`src/rtl/tsv_frame_rx.sv`:
```
// Lower-tier TSV frame receiver: beat reassembly, word FIFO, credit return to the upper tier.
// Build macro TSV_RX_PARITY_EN enables per-beat even-parity checking and bad-frame drop.
module tsv_frame_rx #(
    parameter int LANES  = 4,
    parameter int WORD_W = 32,
    parameter int DEPTH  = 4
) (
    input  logic              clk1,
    input  logic              rst_n,
    input  logic              tsv_vld,
    input  logic              tsv_sof,
    input  logic [LANES-1:0]  tsv_dat,
    input  logic              tsv_par,
    output logic              tsv_crd,
    output logic [WORD_W-1:0] rx_data,
    output logic              rx_valid,
    input  logic              rx_ready,
    output logic              par_err,
    output logic              frm_err,
    input  logic              err_clr
);
    localparam int BEATS = WORD_W / LANES;
    localparam int CNT_W = $clog2(BEATS);
    localparam int PTR_W = $clog2(DEPTH);
    localparam int OCC_W = $clog2(DEPTH + 1);
    localparam logic [CNT_W-1:0] LAST = CNT_W'(BEATS - 1);

    typedef enum logic {
        S_IDLE,
        S_RECV
    } state_t;

    state_t             state, state_nxt;
    logic [CNT_W-1:0]   cnt, cnt_nxt, beat_idx;
    logic               cap_beat, restart, word_done, seq_err;
    logic [WORD_W-1:0]  word_buf, asm_word;
    logic               frm_bad, beat_bad, done_bad;
    logic               push_req, push, pop, full, ovf, bad_drop;
    logic [WORD_W-1:0]  mem [DEPTH];
    logic [PTR_W-1:0]   wr_ptr, rd_ptr;
    logic [OCC_W-1:0]   occ, crd_cnt;

    // ---------------- frame reassembly FSM ----------------
    // NOTE: state and counters use non-blocking assignments so every flop samples pre-edge values.
    always_ff @(posedge clk1 or negedge rst_n) begin
        if (!rst_n) begin
            state <= S_IDLE;
            cnt   <= '0;
        end else begin
            state <= state_nxt;
            cnt   <= cnt_nxt;
        end
    end

    // NOTE: every output of this block is defaulted first so no latch can be inferred.
    always_comb begin
        state_nxt = state;
        cnt_nxt   = cnt;
        beat_idx  = cnt;
        cap_beat  = 1'b0;
        restart   = 1'b0;
        word_done = 1'b0;
        seq_err   = 1'b0;
        case (state)
            S_IDLE: begin
                if (tsv_vld) begin
                    if (tsv_sof) begin
                        cap_beat  = 1'b1;
                        restart   = 1'b1;
                        beat_idx  = '0;
                        cnt_nxt   = CNT_W'(1);
                        state_nxt = S_RECV;
                    end else begin
                        seq_err = 1'b1;
                    end
                end
            end
            S_RECV: begin
                if (tsv_vld) begin
                    if (tsv_sof) begin
                        // Abort: the sof beat becomes beat 0 of a fresh frame.
                        seq_err  = 1'b1;
                        cap_beat = 1'b1;
                        restart  = 1'b1;
                        beat_idx = '0;
                        cnt_nxt  = CNT_W'(1);
                    end else if (cnt == LAST) begin
                        word_done = 1'b1;
                        cnt_nxt   = '0;
                        state_nxt = S_IDLE;
                    end else begin
                        cap_beat = 1'b1;
                        cnt_nxt  = cnt + CNT_W'(1);
                    end
                end
            end
            default: state_nxt = S_IDLE;
        endcase
    end

    // Payload holding register is pure datapath; validity is tracked by the FSM.
    always_ff @(posedge clk1) begin
        if (cap_beat)
            word_buf[int'(beat_idx)*LANES +: LANES] <= tsv_dat;
    end

    // The last beat bypasses word_buf so the word is pushed in its completion cycle.
    assign asm_word = {tsv_dat, word_buf[WORD_W-LANES-1:0]};

    // ---------------- parity ----------------
`ifdef TSV_RX_PARITY_EN
    assign beat_bad = tsv_vld & (^{tsv_dat, tsv_par});
`else
    logic par_unused;
    assign par_unused = tsv_par;
    assign beat_bad   = 1'b0;
`endif

    always_ff @(posedge clk1 or negedge rst_n) begin
        if (!rst_n)
            frm_bad <= 1'b0;
        else if (restart)
            frm_bad <= beat_bad;
        else if (cap_beat)
            frm_bad <= frm_bad | beat_bad;
        else if (word_done)
            frm_bad <= 1'b0;
    end

    assign done_bad = frm_bad | beat_bad;
    assign push_req = word_done & ~done_bad;
    assign bad_drop = word_done & done_bad;

    // ---------------- word FIFO ----------------
    assign rx_valid = (occ != '0);
    assign full     = (occ == OCC_W'(DEPTH));
    assign pop      = rx_valid & rx_ready;
    assign push     = push_req & (~full | pop);
    assign ovf      = push_req & full & ~pop;
    assign rx_data  = rx_valid ? mem[rd_ptr] : '0;

    // NOTE: storage is not reset; occupancy gates rx_data, so stale contents are never visible.
    always_ff @(posedge clk1) begin
        if (push)
            mem[wr_ptr] <= asm_word;
    end

    always_ff @(posedge clk1 or negedge rst_n) begin
        if (!rst_n) begin
            wr_ptr <= '0;
            rd_ptr <= '0;
            occ    <= '0;
        end else begin
            if (push)
                wr_ptr <= wr_ptr + PTR_W'(1);
            if (pop)
                rd_ptr <= rd_ptr + PTR_W'(1);
            occ <= occ + OCC_W'(push) - OCC_W'(pop);
        end
    end

    // ---------------- credit return ----------------
    // A pop and a bad-frame drop can land together; the counter spreads them over two cycles.
    assign tsv_crd = (crd_cnt != '0);

    always_ff @(posedge clk1 or negedge rst_n) begin
        if (!rst_n)
            crd_cnt <= '0;
        else
            crd_cnt <= crd_cnt + OCC_W'(pop) + OCC_W'(bad_drop) - OCC_W'(tsv_crd);
    end

    // ---------------- sticky errors (set wins over clear) ----------------
    always_ff @(posedge clk1 or negedge rst_n) begin
        if (!rst_n)
            frm_err <= 1'b0;
        else
            frm_err <= (frm_err & ~err_clr) | seq_err | ovf;
    end

`ifdef TSV_RX_PARITY_EN
    always_ff @(posedge clk1 or negedge rst_n) begin
        if (!rst_n)
            par_err <= 1'b0;
        else
            par_err <= (par_err & ~err_clr) | beat_bad;
    end
`else
    assign par_err = 1'b0;
`endif

endmodule

```
`config.mk`:
```
export PLATFORM = sky130hd
export DESIGN_NAME = tsv_frame_rx
export DESIGN_NICKNAME = d
export VERILOG_FILES = /design/src/rtl/tsv_frame_rx.sv
export SDC_FILE = /design/constraint.sdc
export NUM_CORES = 1
export LEC_CHECK = 0
export ABC_AREA = 1
export BUFFER_PORTS_ARGS = -buffer_cell sky130_fd_sc_hd__clkbuf_2
export CORE_UTILIZATION = 45
export DETAILED_ROUTE_END_ITERATION = 16
export GPL_TIMING_DRIVEN = 0
export HOLD_SLACK_MARGIN = 0.08
export PLACE_DENSITY = 0.6
export SETUP_SLACK_MARGIN = 0.4
export SYNTH_ARGS = -nofsm -noshare
export SYNTH_HDL_FRONTEND = slang
export SYNTH_SLANG_ARGS = --single-unit
```
`constraint.sdc`:
```
create_clock -name clk1 -period 5.6 [get_ports clk1]
set_input_delay 0.28 -clock clk1 [delete_from_list [all_inputs] [get_ports clk1]]
set_output_delay 0.28 -clock clk1 [all_outputs]
set_load 0.02 [all_outputs]
```
==> flow_summary.toml, run 1 <==
[clock_network]
cts_tree = "done"
clk_pin_slew_ns = 0.06
worst_skew_pair.late_latency_ns = 0.42
clockBufferDepth = 2
root_buffer = "clkbuf_16"
clock_sinks = 171
htree_levels = 4
cts_inserted_buffers = 17
cts_resized = 0

[yosys]
syn_inst = 596
yosys_warnings = 0
synthFlopType = "edfxtp_1"
syn-cell-area_um2 = 7060
synth-edff-count = 156
syn-num-nets = 624
async_reset_ff_share_pct = 8.77
seq_area_frac_synth_pct = 71.6
avgSynthCellArea_um2 = 11.9
ys_seq_elements = 171
synth.distinct_cells = 27

[detailed_routing]
drc = 0
vias = 4533
routedWlPerCell_um = 17.0
drt-pass1-iter-count = 5
vias_per_cell = 5.10
ant_nets = 0
routed_wl_mm = 15.1
initialDrtViolationCount = 465

[setup_path]
critPathBufInv = 4
cp.required_ns = 5.68
crit_type = "reg2reg"
startpoint_type = "flop"
cp.arrival_ns = 2.75
slowest_delay_ns = 0.41
crit_path_frequent_cell = "inv_1"
crit_chain = "inv_1 -> nor2_1 -> inv_1 -> ha_1 -> ha_1 -> clkbuf_1 -> inv_1 -> nand3_2 -> nor2_1 -> nor2b_1"
end_kind = "flop"
critPathTopFamily = "simple AND/OR/NAND/NOR gates"
crit_slowest_cell = "dfrtp_1"
path_max_fanout = 10

[pwr]
p_int_w = 0.00260
p_sw_share_pct = 36.4
powerDensity_nw_per_um2 = 495
power.total_w = 0.00409
p_leak_nw = 3.02
ir_drop_uv = 252
switching_power_w = 0.00149
p_clk_share_pct = 28.2
pwr-share-comb_pct = 35.5
pwr-share-seq_pct = 36.3

[global_routing]
antenna_found_initial = 0
grt_usage_pct = 20.1
grt_max_degree = 26
grt_pass1_wl_mm = 23.7
first_global_vias = 4384
grt_overflow = 0

[placement]
io_buffer_count = 44
place_inst = 855
dpl.hpwl_mm = 9.88
gp_congestion = 0.905

[timing]
final.setup.tns_ns = 0
fin_crit_sh_pct = 47.6
hold_viol = 0
max_freq_ghz = 0.375
setup_viol = 0
relSlewSlack_pct = 59.4
hold_slack_ns = 0.130
finalClockSkew_ns = 0.00642
slew_violations = 0
rsz0062_at_grt = "no"
tightest_slew_ns = 0.609
finalCriticalPeriod_ns = 2.67

[cells_and_area]
multi_input_area_um2 = 1760
final_cells = 888
regArea_um2 = 5060
fill_cells = 1275
n_antenna_cell = 0
fin_util_pct = 54.1
area_growth_pct = 17.0
fin_nets = 692
drive_gt1_share_pct = 14.8

[floorplan]
fp-row-count = 45
initial_core_util_pct = 46.3
core_um2 = 15300
io_pins = 47
dieArea_um2 = 16200
die_x_um = 127
die_height_um = 127

[status]
status = "finished, final reports clean"

[job]
maxCapViolCount = 0

[worst_hold_path]
hold_class = "in2reg"
cells in the final DEF, fill, tap and decap left out, types with 3 or more instances in the layout:
cell type	count
clkbuf_8	4
xor2_1	3
nor2_4	4
inv_1	37
nand3_1	18
buf_12	3
a21oi_1	34
nor2_1	163
buf_2	10
buf_4	4
ha_1	15
clkbuf_16	17
nor3_1	8
o21ai_0	66
edfxtp_1	156
nand2_1	35
clkbuf_2	44
dfrtp_1	15
clkbuf_1	17
layout make-up:
class | count | share of cell area [%]
clock buffer | 25 | 6.00
sequential | 171 | 61.2
multi-input combinational | 360 | 21.3
timing repair buffer | 49 | 3.85
buffer | 27 | 1.56
clock inverter | 7 | 1.09
tap | 211 | 3.20
inverter | 38 | 1.73
flip-flops by register name, summed over array words and instances, names as in the netlist, 2 cells and up:
register / count
mem: 128
wr_ptr: 2
cnt: 3
crd_cnt: 3
word_buf: 28
rd_ptr: 2
occ: 3
kinds of logic (layout without fill, tap and decap cells):
kind of cell | count (synthesis) | in the layout | synth area share [%]
AOI/OAI and AO/OA | 103 | 103 | 7.40
xor gates and xnor gates | 5 | 5 | 0.620
adders and majority gates | 17 | 17 | 3.22
buffers and inverters | 65 | 146 | 3.84
DFF | 171 | 171 | 71.6
other | 1 | 1 | 0.0531
and+or+nand+nor | 234 | 234 | 13.2
layer usage:
layer  vias up  GRT usage, %  part of all wire [%]
li1       2178             -                     -
met1      2185          26.1                    44
met2       147          32.2                    48
met3        23          4.36                   5.8
met4         0          9.10                   2.2
met5         -          1.24                     0
path summary, 6_finish.rpt:
check	from	endpoint	slack (ns)	cells after the start
setup / recovery	cnt[1]	word_buf[3]	2.93	10
hold / removal	err_clr	frm_err	0.13	4
setup reg to reg	cnt[1]	word_buf[3]	2.93	10
hold reg to reg	crd_cnt[1]	crd_cnt[2]	0.47	1
max in group asynchronous	rst_n	occ[2]	5.01	2
min in group asynchronous	rst_n	cnt[2]	0.31	2
through the flow:
| stage | worst slack (ns) | cell area (um2) |
|---|---|---|
| finish | 2.93 | 8260 |
| global route | 2.73 | 8260 |
| CTS | 2.96 | 8260 |
| detailed placement | 2.72 | 7670 |
| global placement | 1.44 | 7550 |
| floorplan | 2.73 | 7060 |
cells in the mapped netlist (2+ instances only):
| master | n | share of area (%) |
|---|---|---|
| nor2_1 | 167 | 8.9 |
| edfxtp_1 | 156 | 66 |
| o21ai_0 | 66 | 4.7 |
| inv_1 | 37 | 2.0 |
| nand2_1 | 35 | 1.9 |
| a21oi_1 | 34 | 2.4 |
| nand3_1 | 18 | 1.3 |
| dfrtp_1 | 15 | 5.3 |
| ha_1 | 15 | 2.7 |
| clkbuf_1 | 13 | 0.69 |
| buf_2 | 10 | 0.71 |
| nor3_1 | 8 | 0.57 |
| buf_4 | 4 | 0.43 |
| xor2_1 | 3 | 0.37 |
| fa_1 | 2 | 0.57 |
| xnor2_1 | 2 | 0.25 |
power by group through the flow:
stage	combinational (W)	clock (W)	sequential [W]
3_5_place_dp	0.00146	0	0.00151
6_report	0.00145	0.00115	0.00149
5_1_grt	0.00161	0.00122	0.00149
3_3_place_gp	0.00143	0	0.00151
2_1_floorplan	0.000986	0	0.00150
4_1_cts	0.00147	0.00117	0.00149
worst register-to-register path: cells and delay by family, from the launching register on:
kind	cells	cell delay (ns)
buffers and inverters	4	0.63
adders and majority gates	2	0.47
and+or+nand+nor	4	0.81
DFF	1	0.41
what timing repair did:
action,CTS,global route
endpoints found under the hold margin,15,0
hold buffers,1,0
buffers inserted,0,0
No activity file was read; power rests on OpenSTA's default activity.
==> inputs of run 2 (changes only) <==
- PLACE_DENSITY: 0.6 -> 0.63
- clock period: 5.6 -> 2.21 ns (I/O delays scaled with it)
==> run 2 against run 1 <==
Core utilization grew 16 points; global-route usage grew 3.4 points; register-to-register slack got worse by 2.7 ns; non-clock buffer count rose by 71; largest cell class unchanged.
==> flow_summary.toml, run 2 (synthesized netlist as in run 1, its figures left out) <==
[status]
status = "finished, final reports clean"

[pwr]
power.total_w = 0.0144
powerDensity_nw_per_um2 = 1340
switching_power_w = 0.00527
p_clk_share_pct = 21.7
pwr-share-comb_pct = 51.9
ir_drop_uv = 694
p_int_w = 0.00912
pwr-share-seq_pct = 26.4
p_leak_nw = 3.81
p_sw_share_pct = 36.6

[detailed_routing]
initialDrtViolationCount = 558
ant_nets = 0
routedWlPerCell_um = 21.4
vias_per_cell = 5.49
drc = 0
drt-pass1-iter-count = 5
routed_wl_mm = 20.6
vias = 5293

[global_routing]
grt_overflow = 0
grt_max_degree = 17
first_global_vias = 5069
grt_usage_pct = 23.5
grt_pass1_wl_mm = 27.6
antenna_found_initial = 0

[setup_path]
crit_slowest_cell = "dfrtp_2"
startpoint_type = "flop"
crit_type = "reg2out"
crit_chain = "inv_2 -> buf_12 -> clkbuf_16 -> o21ai_0 -> a21oi_1 -> buf_4"
slowest_delay_ns = 0.47
cp.arrival_ns = 1.92
end_kind = "output port"
startpoint = "rd_ptr[0]"
cp.required_ns = 2.10
r2r-start = "cnt[1]"
path_max_fanout = 8

[timing]
finalCriticalPeriod_ns = 2.03
fin_ws_ns = 0.184
finalClockSkew_ns = 0.00616
setup_viol = 0
rsz0062_at_grt = "yes"
slew_violations = 0
fin_crit_sh_pct = 91.7
max_freq_ghz = 0.494
hold_viol = 0

[clock_network]
cts_tree = "done"
root_buffer = "clkbuf_16"
worst_skew_pair.late_latency_ns = 0.43
clock_sinks = 171
clockBufferDepth = 2
htree_levels = 4
cts_inserted_buffers = 17
clk_pin_slew_ns = 0.06

[placement]
dpl.hpwl_mm = 9.65
dpl_cell_area_um2 = 7720
place_inst = 851
gp_congestion = 0.866
io_buffer_count = 44
post-place-ws_ns = -0.198

[cells_and_area]
final_cells = 964
largest_reg_flops = 128
regMostFlops = "mem"
area_growth_pct = 51.6
fin_nets = 768
layout_commonest_cell = "edfxtp_1"
top_regs = "mem: 128 flops, word_buf: 28 flops"
final_cell_area_um2 = 10700
fin_util_pct = 70.2
fill_cells = 933
mostFrequentLayoutCells = "edfxtp_1, nor2_1, nor2_4, buf_4"
n_antenna_cell = 0
drive_gt1_share_pct = 44.8

[job]
maxCapViolCount = 0

[floorplan]
die_x_um = 127
die_height_um = 127
initial_core_util_pct = 46.3
io_pins = 47
dieArea_um2 = 16200
fp-row-count = 45
core_um2 = 15300

[worst_hold_path]
hold_class = "in2reg"
holdCritStartpoint = "tsv_sof"
[run 2: cell types whose count changed in the layout (fill, tap and decap cells not counted), sizes merged, moves of 4 or more]
cell	change
nor2	+4
clkinvlp	+4
clkbuf	-24
dlygate4sd3	+7
buf	+81
[run 2: final cells by class]
type	count	area, um2	share of cell area (%)
sequential	171	5060	47.3
inverter	38	174	1.62
multi-input combinational	365	2720	25.4
clock inverter	13	175	1.64
tap	211	264	2.47
clock buffer	19	443	4.14
timing repair buffer	120	1450	13.6
buffer	27	420	3.93
[run 2: critical path, delay by kind of cell (launching register included)]
kind                   cells  cell delay [ns]
buffers and inverters      4             0.59
AO/OA/AOI/OAI              2             0.41
flip-flops                 1             0.47
[run 2: power by group through the flow]
stage	logic, W	registers [W]	clock network (W)
2_1_floorplan	0.00264	0.00381	0
3_3_place_gp	0.00374	0.00383	0
4_1_cts	0.00638	0.00378	0.00311
6_report	0.00746	0.00380	0.00312
3_5_place_dp	0.00385	0.00384	0
5_1_grt	0.00786	0.00382	0.00327
[run 2: metal layers]
layer	up-vias	GRT usage (%)	share of wire [%]
met4	0	10.6	4.1
met1	2623	28.3	38
met3	64	5.23	6.1
met2	251	40.3	52
met5	-	0	0
li1	2355	-	-
[run 2: through the flow]
stage / hold slack, ns / TNS, ns
floorplan: -0.185 / 0
global placement: 0.0503 / -14.08
detailed placement: 0.0645 / -22.78
CTS: 0.0899 / 0
global route: 0.117 / 0
finish: 0.0949 / 0
[run 2: worst paths after layout]
check                              end  slack [ns]  cells after the start
min in group asynchronous        state        0.14                      2
hold reg to reg              mem[1][2]        0.50                      0
hold / removal                 frm_err        0.09                      4
setup reg to reg                occ[2]        0.20                     11
max in group asynchronous    rd_ptr[0]        1.74                      2
setup / recovery           rx_data[22]        0.18                      6
[run 2: what timing repair did]
action,4_1_cts,5_1_grt
setup endpoints to repair,209,208
cloned,12,3
resized for setup,276,146
hold buffers,8,0
buffers inserted,46,12
endpoints found under the hold margin,35,0
pin swaps,54,79
==> inputs of run 3 (changes only) <==
- CORE_UTILIZATION: 45 -> 60
- CTS_CLUSTER_SIZE: default -> 16
- PLACE_DENSITY: 0.63 -> 0.77
- clock period: 2.21 -> 1.9 ns (I/O delays scaled with it)
==> run 3 against run 2 <==
The run now ends with negative setup slack left; sequential cell count did not move; count of clock-buffer cells in the layout fell by 2; global-route usage rose by 11 points; critical endpoint is now rx_data[24]; design area fell by 2.4%; core utilization rose by 21 points; routed wire length rose by 18%; combinational power rose by 9.9%; hold slack got worse by 0.020 ns; clock power rose by 25%; cell count fell by 6.6%; via count rose by 9.6%.
==> flow_summary.toml, run 3 (synthesized netlist as in run 1, its figures left out) <==
[status]
status = "finished with violations"
violations = "negative setup slack"

[timing]
tightest_slew_ns = 0.541
slew_violations = 0
setup_viol = 91
fin_crit_sh_pct = 110
finalCriticalPeriod_ns = 2.09
max_freq_ghz = 0.478
fin_ws_ns = -0.191
relSlewSlack_pct = 63.7
hold_viol = 0
finalClockSkew_ns = 0.0189
rsz0062_at_grt = "yes"

[setup_path]
path_max_fanout = 5
crit_type = "reg2out"
startpoint_type = "flop"
cp.arrival_ns = 2.00
cp.required_ns = 1.80
end_kind = "output port"

[detailed_routing]
top_layer_used = "met4"
ant_nets = 0
vias_per_cell = 6.45
dr_wl_met3_mm = 2.73
drc = 0
initialDrtViolationCount = 785
wl_met1_mm = 8.14
vias = 5803
routedWlPerCell_um = 27.1
routed_wl_mm = 24.4
drt-pass1-iter-count = 6
dr_wl_met2_mm = 12.2

[cells_and_area]
top_regs = "mem: 128 flops, word_buf: 28 flops"
area_growth_pct = 47.9
mostFrequentLayoutCells = "edfxtp_1, nor2_1, nor2_4, buf_4, nor2_2"
fill_cells = 381
final_cells = 900
drive_gt1_share_pct = 47.2
regMostFlops = "mem"
layout_commonest_cell = "edfxtp_1"
fin_util_pct = 91.1
n_antenna_cell = 0
fin_nets = 772
largest_reg_flops = 128

[worst_hold_path]
hold_class = "in2reg"

[global_routing]
antenna_found_initial = 1
grt_max_degree = 17
grt_pass1_wl_mm = 30.7
grt_overflow = 0
grt_usage_pct = 34.3
first_global_vias = 5379

[floorplan]
io_pins = 47
dieArea_um2 = 12200
die_x_um = 111
die_height_um = 111
fp-row-count = 39
initial_core_util_pct = 61.6
core_um2 = 11500

[pwr]
p_leak_nw = 3.76
powerDensity_nw_per_um2 = 1580
ir_drop_uv = 1430

[placement]
dpl.hpwl_mm = 9.41
place_inst = 783
io_buffer_count = 44
gp_congestion = 0.895

[clock_network]
clockBufferDepth = 2
htree_levels = 4
worst_skew_pair.late_latency_ns = 0.45
root_buffer = "clkbuf_16"
clock_sinks = 171
cts_inserted_buffers = 17
cts_tree = "done"
clk_pin_slew_ns = 0.07
hold_buffers = 9

[job]
maxCapViolCount = 0
run 3: cell count changes in the layout (fill, tap and decap cells not counted), sizes merged:
cell and change:
bufbuf -1, buf +20, inv +1, clkbuf -17, bufinv +1, nand2 -1
dlygate4sd3 +1
run 3: where the power goes:
part           internal (W)  switching, W
combinational       0.00347       0.00473
sequential          0.00427      0.000162
clock               0.00233       0.00157
run 3: worst max-delay path: stages (launching register included):
cell	delay, ns
dfrtp_1	0.35
buf_6	0.13
clkinvlp_4	0.12
buf_8	0.17
buf_8	0.15
buf_6	0.12
nor2_4	0.08
o21ai_2	0.07
a21oi_2	0.19
buf_4	0.18
run 3: cell type report:
class	instances	area, um2	share of cell area, %
timing repair buffer	125	1300	12.4
buffer	27	363	3.47
sequential	171	5060	48.5
multi-input combinational	364	2720	26.0
clock inverter	15	221	2.12
clock buffer	17	425	4.07
tap	143	179	1.71
inverter	38	178	1.70
run 3: worst paths after layout:
| path | startpoint | cells past startpoint | endpoint | slack [ns] |
|---|---|---|---|---|
| min reg2reg | word_buf[23] | 0 | mem[1][23] | 0.53 |
| min in group asynchronous | rst_n | 2 | state | 0.13 |
| min | rx_ready | 4 | rd_ptr[0] | 0.07 |
| max in group asynchronous | rst_n | 2 | occ[1] | 1.45 |
| max reg2reg | cnt[1] | 9 | mem[3][8] | -0.12 |
| max | rd_ptr[1] | 9 | rx_data[24] | -0.19 |
run 3: metrics by stage:
stage,hold slack [ns],cell area (um2),total power [W],TNS (ns),setup WS (ns)
after floorplan,-0.201,7410,0.00768,-1.67,-0.128
after global placement,0.0359,7810,0.00891,-56.44,-0.429
after detailed placement,0.0519,7810,0.00907,-67.68,-0.515
after CTS,-0.0436,9660,0.0142,-1.00,-0.0890
after global routing,0.0870,10400,0.0169,-11.46,-0.237
final,0.0747,10400,0.0165,-4.57,-0.191
run 3: routing by layer:
metal | global-route usage, % | vias to the layer above
met5 | 0 | -
li1 | - | 2366
met2 | 56.0 | 516
met4 | 18.8 | 0
met3 | 6.59 | 115
met1 | 43.6 | 2806
run 3: repair_timing:
| item | CTS | global route |
|---|---|---|
| hold endpoints to repair | 35 | 1 |
| buffers inserted | 49 | 15 |
| gates resized for setup | 164 | 246 |
| pin swaps | 45 | 72 |
| endpoints found under the setup margin | 221 | 222 |
| gates cloned | 9 | 3 |
